File: src/rtl/ads1672_pkg.sv
// Shared types and constants for the ADS1672 sample averaging path.
package ads1672_pkg;

  typedef enum logic [1:0] {
    IDLE  = 2'd0,
    ACCUM = 2'd1,
    PUSH  = 2'd2
  } avg_state_t;

  localparam int ADS1672_DATA_WIDTH = 24;

  localparam logic [ADS1672_DATA_WIDTH-1:0] ADS1672_FS_POS = 24'h7F_FFFF;
  localparam logic [ADS1672_DATA_WIDTH-1:0] ADS1672_FS_NEG = 24'h80_0000;

endpackage

File: src/rtl/ads1672_sample_avg_sync_fifo.sv
// First-word fall-through synchronous FIFO with occupancy count.
// A push into a full FIFO is accepted only when a pop happens in the same cycle.
module sync_fifo #(
  parameter int WIDTH = 24,
  parameter int DEPTH = 16
) (
  input  logic                     clk,
  input  logic                     rst,
  input  logic                     push,
  input  logic [WIDTH-1:0]         push_data,
  input  logic                     pop,
  output logic [WIDTH-1:0]         pop_data,
  output logic                     full,
  output logic                     empty,
  output logic [$clog2(DEPTH):0]   level
);

  localparam int AW = $clog2(DEPTH);

  logic [WIDTH-1:0] mem_q [DEPTH];
  logic [WIDTH-1:0] mem_d [DEPTH];
  logic [AW-1:0]    wr_ptr_q, wr_ptr_d;
  logic [AW-1:0]    rd_ptr_q, rd_ptr_d;
  logic [AW:0]      level_q, level_d;
  logic             do_push, do_pop;

  assign empty   = (level_q == '0);
  assign full    = (level_q == (AW+1)'(DEPTH));
  assign do_pop  = pop & ~empty;
  assign do_push = push & (~full | do_pop);

  always_comb begin
    mem_d    = mem_q;
    wr_ptr_d = wr_ptr_q;
    rd_ptr_d = rd_ptr_q;
    level_d  = level_q;
    if (do_push) begin
      mem_d[wr_ptr_q] = push_data;
      wr_ptr_d        = wr_ptr_q + AW'(1);
    end
    if (do_pop) begin
      rd_ptr_d = rd_ptr_q + AW'(1);
    end
    case ({do_push, do_pop})
      2'b10:   level_d = level_q + (AW+1)'(1);
      2'b01:   level_d = level_q - (AW+1)'(1);
      default: level_d = level_q;
    endcase
  end

  always_ff @(posedge clk) begin
    if (rst) begin
      wr_ptr_q <= '0;
      rd_ptr_q <= '0;
      level_q  <= '0;
    end else begin
      wr_ptr_q <= wr_ptr_d;
      rd_ptr_q <= rd_ptr_d;
      level_q  <= level_d;
    end
  end

  // Storage is not reset; the head is masked to zero while empty instead.
  always_ff @(posedge clk) begin
    mem_q <= mem_d;
  end

  assign pop_data = empty ? '0 : mem_q[rd_ptr_q];
  assign level    = level_q;

endmodule

File: src/rtl/ads1672_sample_avg.sv
// Boxcar decimator for ADS1672 samples feeding a FWFT result FIFO with overflow flag.
// Optional ADS1672_AVG_OVERRANGE_EN tags averages containing a full-scale sample.
//
//   state | meaning
//   IDLE  | no average in progress
//   ACCUM | partial sum held, waiting for more samples
//   PUSH  | completed average written to the FIFO this cycle
import ads1672_pkg::*;

module ads1672_sample_avg #(
  parameter int DATA_WIDTH = ADS1672_DATA_WIDTH,
  parameter int LOG2_AVG   = 2,
  parameter int FIFO_DEPTH = 16
) (
  input  logic                          clk,
  input  logic                          rst,
  input  logic                          enable,
  input  logic                          in_valid,
  input  logic [DATA_WIDTH-1:0]         in_data,
  output logic                          out_valid,
  input  logic                          out_ready,
  output logic [DATA_WIDTH-1:0]         out_data,
  output logic [$clog2(FIFO_DEPTH):0]   fifo_level,
  output logic                          overflow,
`ifdef ADS1672_AVG_OVERRANGE_EN
  output logic                          overrange,
`endif
  input  logic                          clear_overflow
);

  localparam int ACC_W = DATA_WIDTH + LOG2_AVG;
  localparam int CNT_W = LOG2_AVG + 1;
  localparam logic [CNT_W-1:0] CNT_LAST = CNT_W'(1) << LOG2_AVG;
  localparam bit PASS_THRU = (LOG2_AVG == 0);
`ifdef ADS1672_AVG_OVERRANGE_EN
  localparam int FIFO_W = DATA_WIDTH + 1;
`else
  localparam int FIFO_W = DATA_WIDTH;
`endif

  avg_state_t              state_q, state_d;
  logic signed [ACC_W-1:0] acc_q, acc_d;
  logic [CNT_W-1:0]        cnt_q, cnt_d;
  logic                    overflow_q, overflow_d;
  logic signed [ACC_W-1:0] sample_ext;
  logic [CNT_W-1:0]        cnt_inc;
  logic [DATA_WIDTH-1:0]   result;
  logic                    sample_ok;
  logic                    fifo_push, fifo_pop, fifo_full, fifo_empty;
  logic [FIFO_W-1:0]       fifo_wdata, fifo_rdata;

  assign sample_ok  = enable & in_valid;
  assign sample_ext = ACC_W'($signed(in_data));
  assign cnt_inc    = cnt_q + CNT_W'(1);
  // Top DATA_WIDTH bits of the sum equal (acc >>> LOG2_AVG) truncated: floor division.
  assign result     = acc_q[LOG2_AVG +: DATA_WIDTH];

  always_comb begin
    state_d   = state_q;
    acc_d     = acc_q;
    cnt_d     = cnt_q;
    fifo_push = 1'b0;
    case (state_q)
      IDLE, PUSH: begin
        fifo_push = (state_q == PUSH);
        if (sample_ok) begin
          acc_d   = sample_ext;
          cnt_d   = CNT_W'(1);
          state_d = PASS_THRU ? PUSH : ACCUM;
        end else begin
          acc_d   = '0;
          cnt_d   = '0;
          state_d = IDLE;
        end
      end
      ACCUM: begin
        if (!enable) begin
          acc_d   = '0;
          cnt_d   = '0;
          state_d = IDLE;
        end else if (in_valid) begin
          acc_d = acc_q + sample_ext;
          cnt_d = cnt_inc;
          if (cnt_inc == CNT_LAST) state_d = PUSH;
        end
      end
      default: begin
        acc_d   = '0;
        cnt_d   = '0;
        state_d = IDLE;
      end
    endcase
  end

  assign fifo_pop   = out_valid & out_ready;
  assign overflow_d = clear_overflow ? 1'b0
                    : (overflow_q | (fifo_push & fifo_full & ~fifo_pop));

  always_ff @(posedge clk) begin
    if (rst) begin
      state_q    <= IDLE;
      acc_q      <= '0;
      cnt_q      <= '0;
      overflow_q <= 1'b0;
    end else begin
      state_q    <= state_d;
      acc_q      <= acc_d;
      cnt_q      <= cnt_d;
      overflow_q <= overflow_d;
    end
  end

`ifdef ADS1672_AVG_OVERRANGE_EN
  logic fs_hit, flag_q, flag_d;

  assign fs_hit = (in_data == DATA_WIDTH'(ADS1672_FS_POS)) |
                  (in_data == DATA_WIDTH'(ADS1672_FS_NEG));

  // Flag follows the accumulator: reloaded on a new average, OR-ed while accumulating.
  always_comb begin
    flag_d = 1'b0;
    if (sample_ok && state_q != ACCUM) flag_d = fs_hit;
    else if (state_q == ACCUM && enable) flag_d = flag_q | (in_valid & fs_hit);
  end

  always_ff @(posedge clk) begin
    if (rst) flag_q <= 1'b0;
    else     flag_q <= flag_d;
  end

  assign fifo_wdata = {flag_q, result};
  assign out_data   = fifo_rdata[DATA_WIDTH-1:0];
  assign overrange  = fifo_pop & fifo_rdata[DATA_WIDTH];
`else
  assign fifo_wdata = result;
  assign out_data   = fifo_rdata;
`endif

  sync_fifo #(
    .WIDTH (FIFO_W),
    .DEPTH (FIFO_DEPTH)
  ) u_fifo (
    .clk       (clk),
    .rst       (rst),
    .push      (fifo_push),
    .push_data (fifo_wdata),
    .pop       (fifo_pop),
    .pop_data  (fifo_rdata),
    .full      (fifo_full),
    .empty     (fifo_empty),
    .level     (fifo_level)
  );

  assign out_valid = ~fifo_empty;
  assign overflow  = overflow_q;

endmodule
File: config.mk
export PLATFORM = sky130hd
export DESIGN_NAME = ads1672_sample_avg
export DESIGN_NICKNAME = d
export VERILOG_FILES = /design/src/rtl/ads1672_pkg.sv /design/src/rtl/ads1672_sample_avg_sync_fifo.sv /design/src/rtl/ads1672_sample_avg.sv
export SDC_FILE = /design/constraint.sdc
export NUM_CORES = 1
export LEC_CHECK = 0
export BUFFER_PORTS_ARGS = -buffer_cell sky130_fd_sc_hd__buf_2
export CORE_ASPECT_RATIO = 0.6
export CORE_MARGIN = 2
export CORE_UTILIZATION = 25
export DETAILED_ROUTE_END_ITERATION = 8
export GPL_TIMING_DRIVEN = 0
export SETUP_SLACK_MARGIN = 0.1
export SYNTH_ARGS = -nofsm -noshare
export SYNTH_HDL_FRONTEND = slang
export SYNTH_SLANG_ARGS = --single-unit
File: constraint.sdc
create_clock -name clk -period 3.73 [get_ports clk]
set_clock_uncertainty 0.15 [all_clocks]
set_input_delay 0.373 -clock clk [delete_from_list [all_inputs] [get_ports clk]]
set_output_delay 0.373 -clock clk [all_outputs]
set_load 0.02 [all_outputs]
Word level (Yosys, flattened, before mapping)
Cells that the tools add are included.
{"block": "word_totals", "regBits": 429, "word_cells": 82}
{"block": "classes", "add_sub_neg": 6, "magnitude_cmp": 3, "eq_ne": 8, "n_mux": 22, "n_bitwise": 13, "n_reduce_logical": 7}
{"operator": "$bwmux W384", "count": 1}
{"operator": "$bmux W24 S4", "count": 1}
{"operator": "$demux W24 S4", "count": 1}
{"operator": "$mux W24", "count": 4}
{"operator": "$mux W26", "count": 3}
{"operator": "$pmux W26 S2", "count": 1}
{"operator": "$add A26 B24 Y26", "count": 1}
{"operator": "$ge A5 B5 Y1 const B", "count": 2}
{"operator": "$not A4 Y5", "count": 2}
{"operator": "$pmux W5 S2", "count": 1}
{"operator": "$add A4 B1 Y4 const B", "count": 2}
{"operator": "$and A1 B1 Y1", "count": 6}
{"operator": "$mux W2", "count": 3}
{"operator": "$mux W3", "count": 2}
{"operator": "$ne A3 B3 Y1 const B", "count": 2}
{"operator": "$pmux W3 S2", "count": 1}
{"operator": "$add A5 B1 Y5 const B", "count": 1}
{"operator": "$eq A5 B5 Y1 const B", "count": 1}
{"operator": "$logic_not A5 Y1", "count": 1}
{"operator": "$lt A5 B1 Y1 const B", "count": 1}
{"operator": "$sub A5 B1 Y5 const B", "count": 1}
{"operator": "$eq A2 B1 Y1 const B", "count": 2}
{"operator": "$eq A2 B2 Y1 const B", "count": 2}
{"operator": "$pmux W2 S2", "count": 1}
{"operator": "other kinds (10)", "count": 16}

Longest topological paths before layout
{"block": "depth", "ltp_word": 8, "mapped_depth": 13, "depth_no_buf": 13}

By module
Synthesis repeated with hierarchy kept, for this count alone.
{"block": "unflattened", "cells_unflattened": 1068, "hier_area_um2": 18336.3}
{"mod": "sync_fifo", "n_inst": 1, "cells_per_inst": 710, "area_per_inst_um2": 15532.4}
{"mod": "ads1672_sample_avg", "n_inst": 1, "cells_per_inst": 358, "area_per_inst_um2": 2803.9}

Least setup slack after synthesis
Ideal clock, no wire load.
{"block": "synth_timing", "path_type": "register -> register", "startpoint": "register u_fifo.level_q[0] (netlist: u_fifo.level[0])", "endpoint": "register u_fifo.mem_q[288] in the netlist's numbering, enable pin", "arrival_time_ns": 3.002, "required_ns": 3.145, "slack_ns": 0.143, "path_stages_with_launch": 6, "path_buffers": 0, "period_less_slack_ns": 3.587, "path_cell_list": "dfxtp_1 -> or4_1 -> nor3b_1 -> nor3b_2 -> nand2_1 -> nor3_1"}
{"block": "synth_via", "elab_chain_len": 6, "word_cells_on_any_way": 8}
{"item": "start, declared", "line": "ads1672_sample_avg_sync_fifo.sv:24", "text": "logic [AW:0] level_q, level_d;"}
{"item": "start signal, assigned", "line": "ads1672_sample_avg_sync_fifo.sv:59", "text": "level_q <= level_d;"}
{"item": "$logic_not A5 Y1", "line": "ads1672_sample_avg_sync_fifo.sv:27", "text": "assign empty = (level_q == '0);"}
{"item": "$not A1 Y1", "line": "ads1672_sample_avg_sync_fifo.sv:29, ads1672_sample_avg.sv:154"}
{"item": "$and A1 B1 Y1", "line": "ads1672_sample_avg.sv:95", "text": "assign fifo_pop = out_valid & out_ready;"}
{"item": "$and A1 B1 Y1", "line": "ads1672_sample_avg_sync_fifo.sv:29", "text": "assign do_pop = pop & ~empty;"}
{"item": "$or A1 B1 Y1 (*)", "line": "ads1672_sample_avg_sync_fifo.sv:30", "text": "assign do_push = push & (~full | do_pop);"}
{"item": "$and A1 B1 Y1 (*)", "line": "ads1672_sample_avg_sync_fifo.sv:30"}
{"item": "end signal, assigned", "line": "ads1672_sample_avg_sync_fifo.sv:65", "text": "mem_q <= mem_d;"}
{"item": "end, declared", "line": "ads1672_sample_avg_sync_fifo.sv:20", "text": "logic [WIDTH-1:0] mem_q [DEPTH];"}
Mark *: on every way between the ends. The rest lies on a longest branch, timed or not.
A chain may end at the register's enable or synchronous reset.

Worst setup path after layout
{"block": "layout_timing", "startpoint": "register u_fifo.rd_ptr_q[0]", "endpoint": "output port out_data[19]"}
{"block": "layout_via", "elab_chain_len": 5}
{"item": "start, declared", "line": "ads1672_sample_avg_sync_fifo.sv:23", "text": "logic [AW-1:0] rd_ptr_q, rd_ptr_d;"}
{"item": "start signal, assigned", "line": "ads1672_sample_avg_sync_fifo.sv:58", "text": "rd_ptr_q <= rd_ptr_d;"}
{"item": "$not A4 Y5 (implied by the code)", "line": "ads1672_sample_avg_sync_fifo.sv:68", "text": "assign pop_data = empty ? '0 : mem_q[rd_ptr_q];"}
{"item": "$bmux W24 S4", "line": "ads1672_sample_avg_sync_fifo.sv:68"}
{"item": "$mux W24 (implied by the code) (2 in series)", "line": "ads1672_sample_avg_sync_fifo.sv:68"}
{"item": "$mux W24", "line": "ads1672_sample_avg_sync_fifo.sv:68"}
{"item": "end, declared", "line": "ads1672_sample_avg.sv:22", "text": "output logic [DATA_WIDTH-1:0] out_data,"}
No other way between the ends. The select of a mux whose other input is x is not followed.

==> out/summary.txt <==
status: finished clean
vias per cell: 4.70
Period Utilization, post-route: 0.939
cell at the slowest stage of the critical path: mux4_2
Synth Cell Area: 0.0180 mm2
chip height: 212 um
CP max stage delay: 0.62 ns
Syn Area/Cell: 18.2 um2
Placed Cells: 2048
Starting DRT DRC Count: 1081
Initial Util: 0.252
commonest cells after routing, fill and taps aside: edfxtp_1 (384), mux4_2 (120), buf_2 (69), nor2_1 (46), dfxtp_1 (43)
Die X-Extent: 351 um
Compound-Gate Fraction of Synth Area: 0.0543
power per cell area: 453 mW/mm2
worst setup margin: 0.229 ns
asr flop ratio synth: 0
Overflow after GRT: 0
# fillers: 6958
# rows: 76
critical path launch point type: flop
Avg WL per Cell: 22.0 um
simple-gate share of the synthesized area: 0.0478
Total Wirelength: 46800 um
Hold Crit Depth: 3
first-pass GRT wire length: 68500 um
Post-Layout Inst Area: 0.0215 mm2
DP HPWL: 31800 um
gr usage total: 0.126
most common cell after layout, fill and taps aside: edfxtp_1
final setup violation count: 0
final hold slack: 0.0446 ns
placed inst area: 0.0201 mm2
vias in the first global route: 9928
# nets final: 1189
Post-Syn Instances: 991
full die area: 0.0744 mm2
slew margin rel.: 0.350
antenna violations before repair: 2
Fmax: 286 MHz
PortBufs: 59
post-synth cell types: 62
DRC: 0
Peak supply drop: 0.000271 V
Placer Congestion: 0.803
sequential area share after synthesis: 0.689
total CTS buffers: 40
Post-Synth XOR/XNOR Area: 0.0146
core region area: 0.0716 mm2
Yosys warnings: 0
WS Path Type: flop to output port
R2R setup slack: 0.35 ns
CP Cell Sequence: buf_2, clkbuf_4, mux4_2, mux4_2, nor2b_1, buf_2
H-tree depth: 2
Crit Path Max Fanout: 10
min-delay worst type: input pin to flop
RSZ-0062 raised after global routing: false
predominant post-synthesis flop cell: edfxtp_1
Detailed Routing Iterations Pass 1: 5
pin count of the biggest net entering global routing: 22
# diodes: 0
syn nets: 1059
worst-skew pair later-pin latency: 0.55 ns
post-synthesis register bit count: 429
clk buf depth: 3
Post-synth EDFFs: 384
Area Growth Syn to Fin: 19.1%
leakage power: 6.57 nW
CTS Root Buffer Type: clkbuf_16
layout cell share with drive strength beyond 1: 0.284
Levels on crit path: 6
Detail Route Antenna Nets: 0
R2R cell count: 13
largest family of logic cells by synthesized area: multiplexers
worst endpoint required time: 3.21 ns
Adder-Cell Fraction of Synth Area: 0.0272
Final min period: 3.50 ns
total clock sinks: 429
Ports: 61
Reg clk slew, reported paths: 0.07 ns
worst path arrival time: 2.98 ns
TritonCTS clock tree: done
Worst Tran Pin Value: 0.970 ns
Cell Count, Final, Fillers Out: 2127
WP buf/inv: 3
mux contribution to synthesized area: 0.151
Slew Limit Fails: 0
delay-heaviest family, CP: multiplexers
critical path endpoint category: output port
Hold Fails Final Rpt: 0
DR vias: 9987
MaxCap Viol Count: 0
dpl ws: -0.351 ns
## final cells by class
type	instances	area, um2	share of cell area
plain buffers	53	300	0.0140
clock buffers	53	1070	0.0498
clock inverters	20	244	0.0113
inverters	13	48.8	0.00227
multi-input cells	496	5450	0.253
flip-flops and latches	429	12400	0.578
well taps	975	1220	0.0567
repair buffers	88	733	0.0341
## state kept, by name (all words and copies together), names as in the netlist
name             cells
u_fifo.rd_ptr_q      4
cnt_q                3
acc_q               26
u_fifo.mem_q       384
overflow             1
u_fifo.level         5
state_q              2
u_fifo.wr_ptr_q      4
## Yosys cell counts (all sizes together) (18+ instances only)
cell / number / area [um2]
a21oi: 33 / 165
a22oi: 18 / 135
buf: 25 / 134
clkbuf: 28 / 105
dfxtp: 45 / 901
edfxtp: 384 / 11500
ha: 36 / 450
mux4: 120 / 2700
nand2: 26 / 97.6
nor2: 59 / 221
nor2b: 30 / 190
o21ai: 18 / 93.8
xor2: 22 / 193
## worst reg2reg max path, stage by stage, from the launching register on
cell     delay, ns
dfxtp_1       0.36
or4_1         0.61
nor3b_1       0.34
nor3b_2       0.18
inv_1         0.08
ha_1          0.23
inv_1         0.10
fa_1          0.40
inv_1         0.07
a21o_1        0.11
a21oi_1       0.08
xnor2_1       0.15
or3_1         0.31
a21oi_1       0.13
## where the power goes
part	leakage (nW)	switching, mW	internal, mW
Sequential	3.55	0.0591	5.22
Combinational	2.38	0.165	0.105
Clock	0.637	1.80	2.38
Total	6.57	2.03	7.71
## path summary, 6_finish.rpt
| path | startpoint | end |
|---|---|---|
| setup / recovery | u_fifo.rd_ptr_q[0] | out_data[19] |
| hold / removal | in_data[16] | acc_q[16] |
| setup reg to reg | u_fifo.level[0] | u_fifo.level[4] |
| hold reg to reg | cnt_q[2] | cnt_q[2] |
## per-layer routing
metal  up-vias  part of all wire  GRT usage  routed length (um)
met5         -                 0          0                   0
met4         0             0.015     0.0259                 704
met3        57             0.078     0.0298                3640
met2       380              0.42      0.180               19800
met1      5242              0.48      0.194               22600
li1       4308                 -          -                   -
## what timing repair did
| action | in CTS | in global routing |
|---|---|---|
| hold buffers | 4 | 0 |
| pin swaps | 0 | 1 |
| buffers inserted | 0 | 2 |
| cloned | 0 | 0 |
| endpoints found under the setup margin | 28 | 27 |
| hold endpoints to repair | 4 | 0 |
| resized for setup | 17 | 32 |
## cell families after synthesis
kind of cell	count (synthesis)
flip-flops	429
buffers and inverters	66
XOR/XNOR	30
AND/OR/NAND/NOR	169
AO/OA/AOI/OAI	136
multiplexers	123
adder cells (fa/ha/maj)	38
## stage by stage
stage          setup TNS, ns  total power, mW   util
3_5_place_dp           -1.75             5.64  0.280
4_1_cts                    0             9.80  0.299
5_1_grt                    0             10.0  0.300
3_3_place_gp         -357.92             5.63  0.273
2_1_floorplan              0             5.54      -
6_report                   0             9.74  0.300
Note: power is estimated with default switching activity, not from simulation.
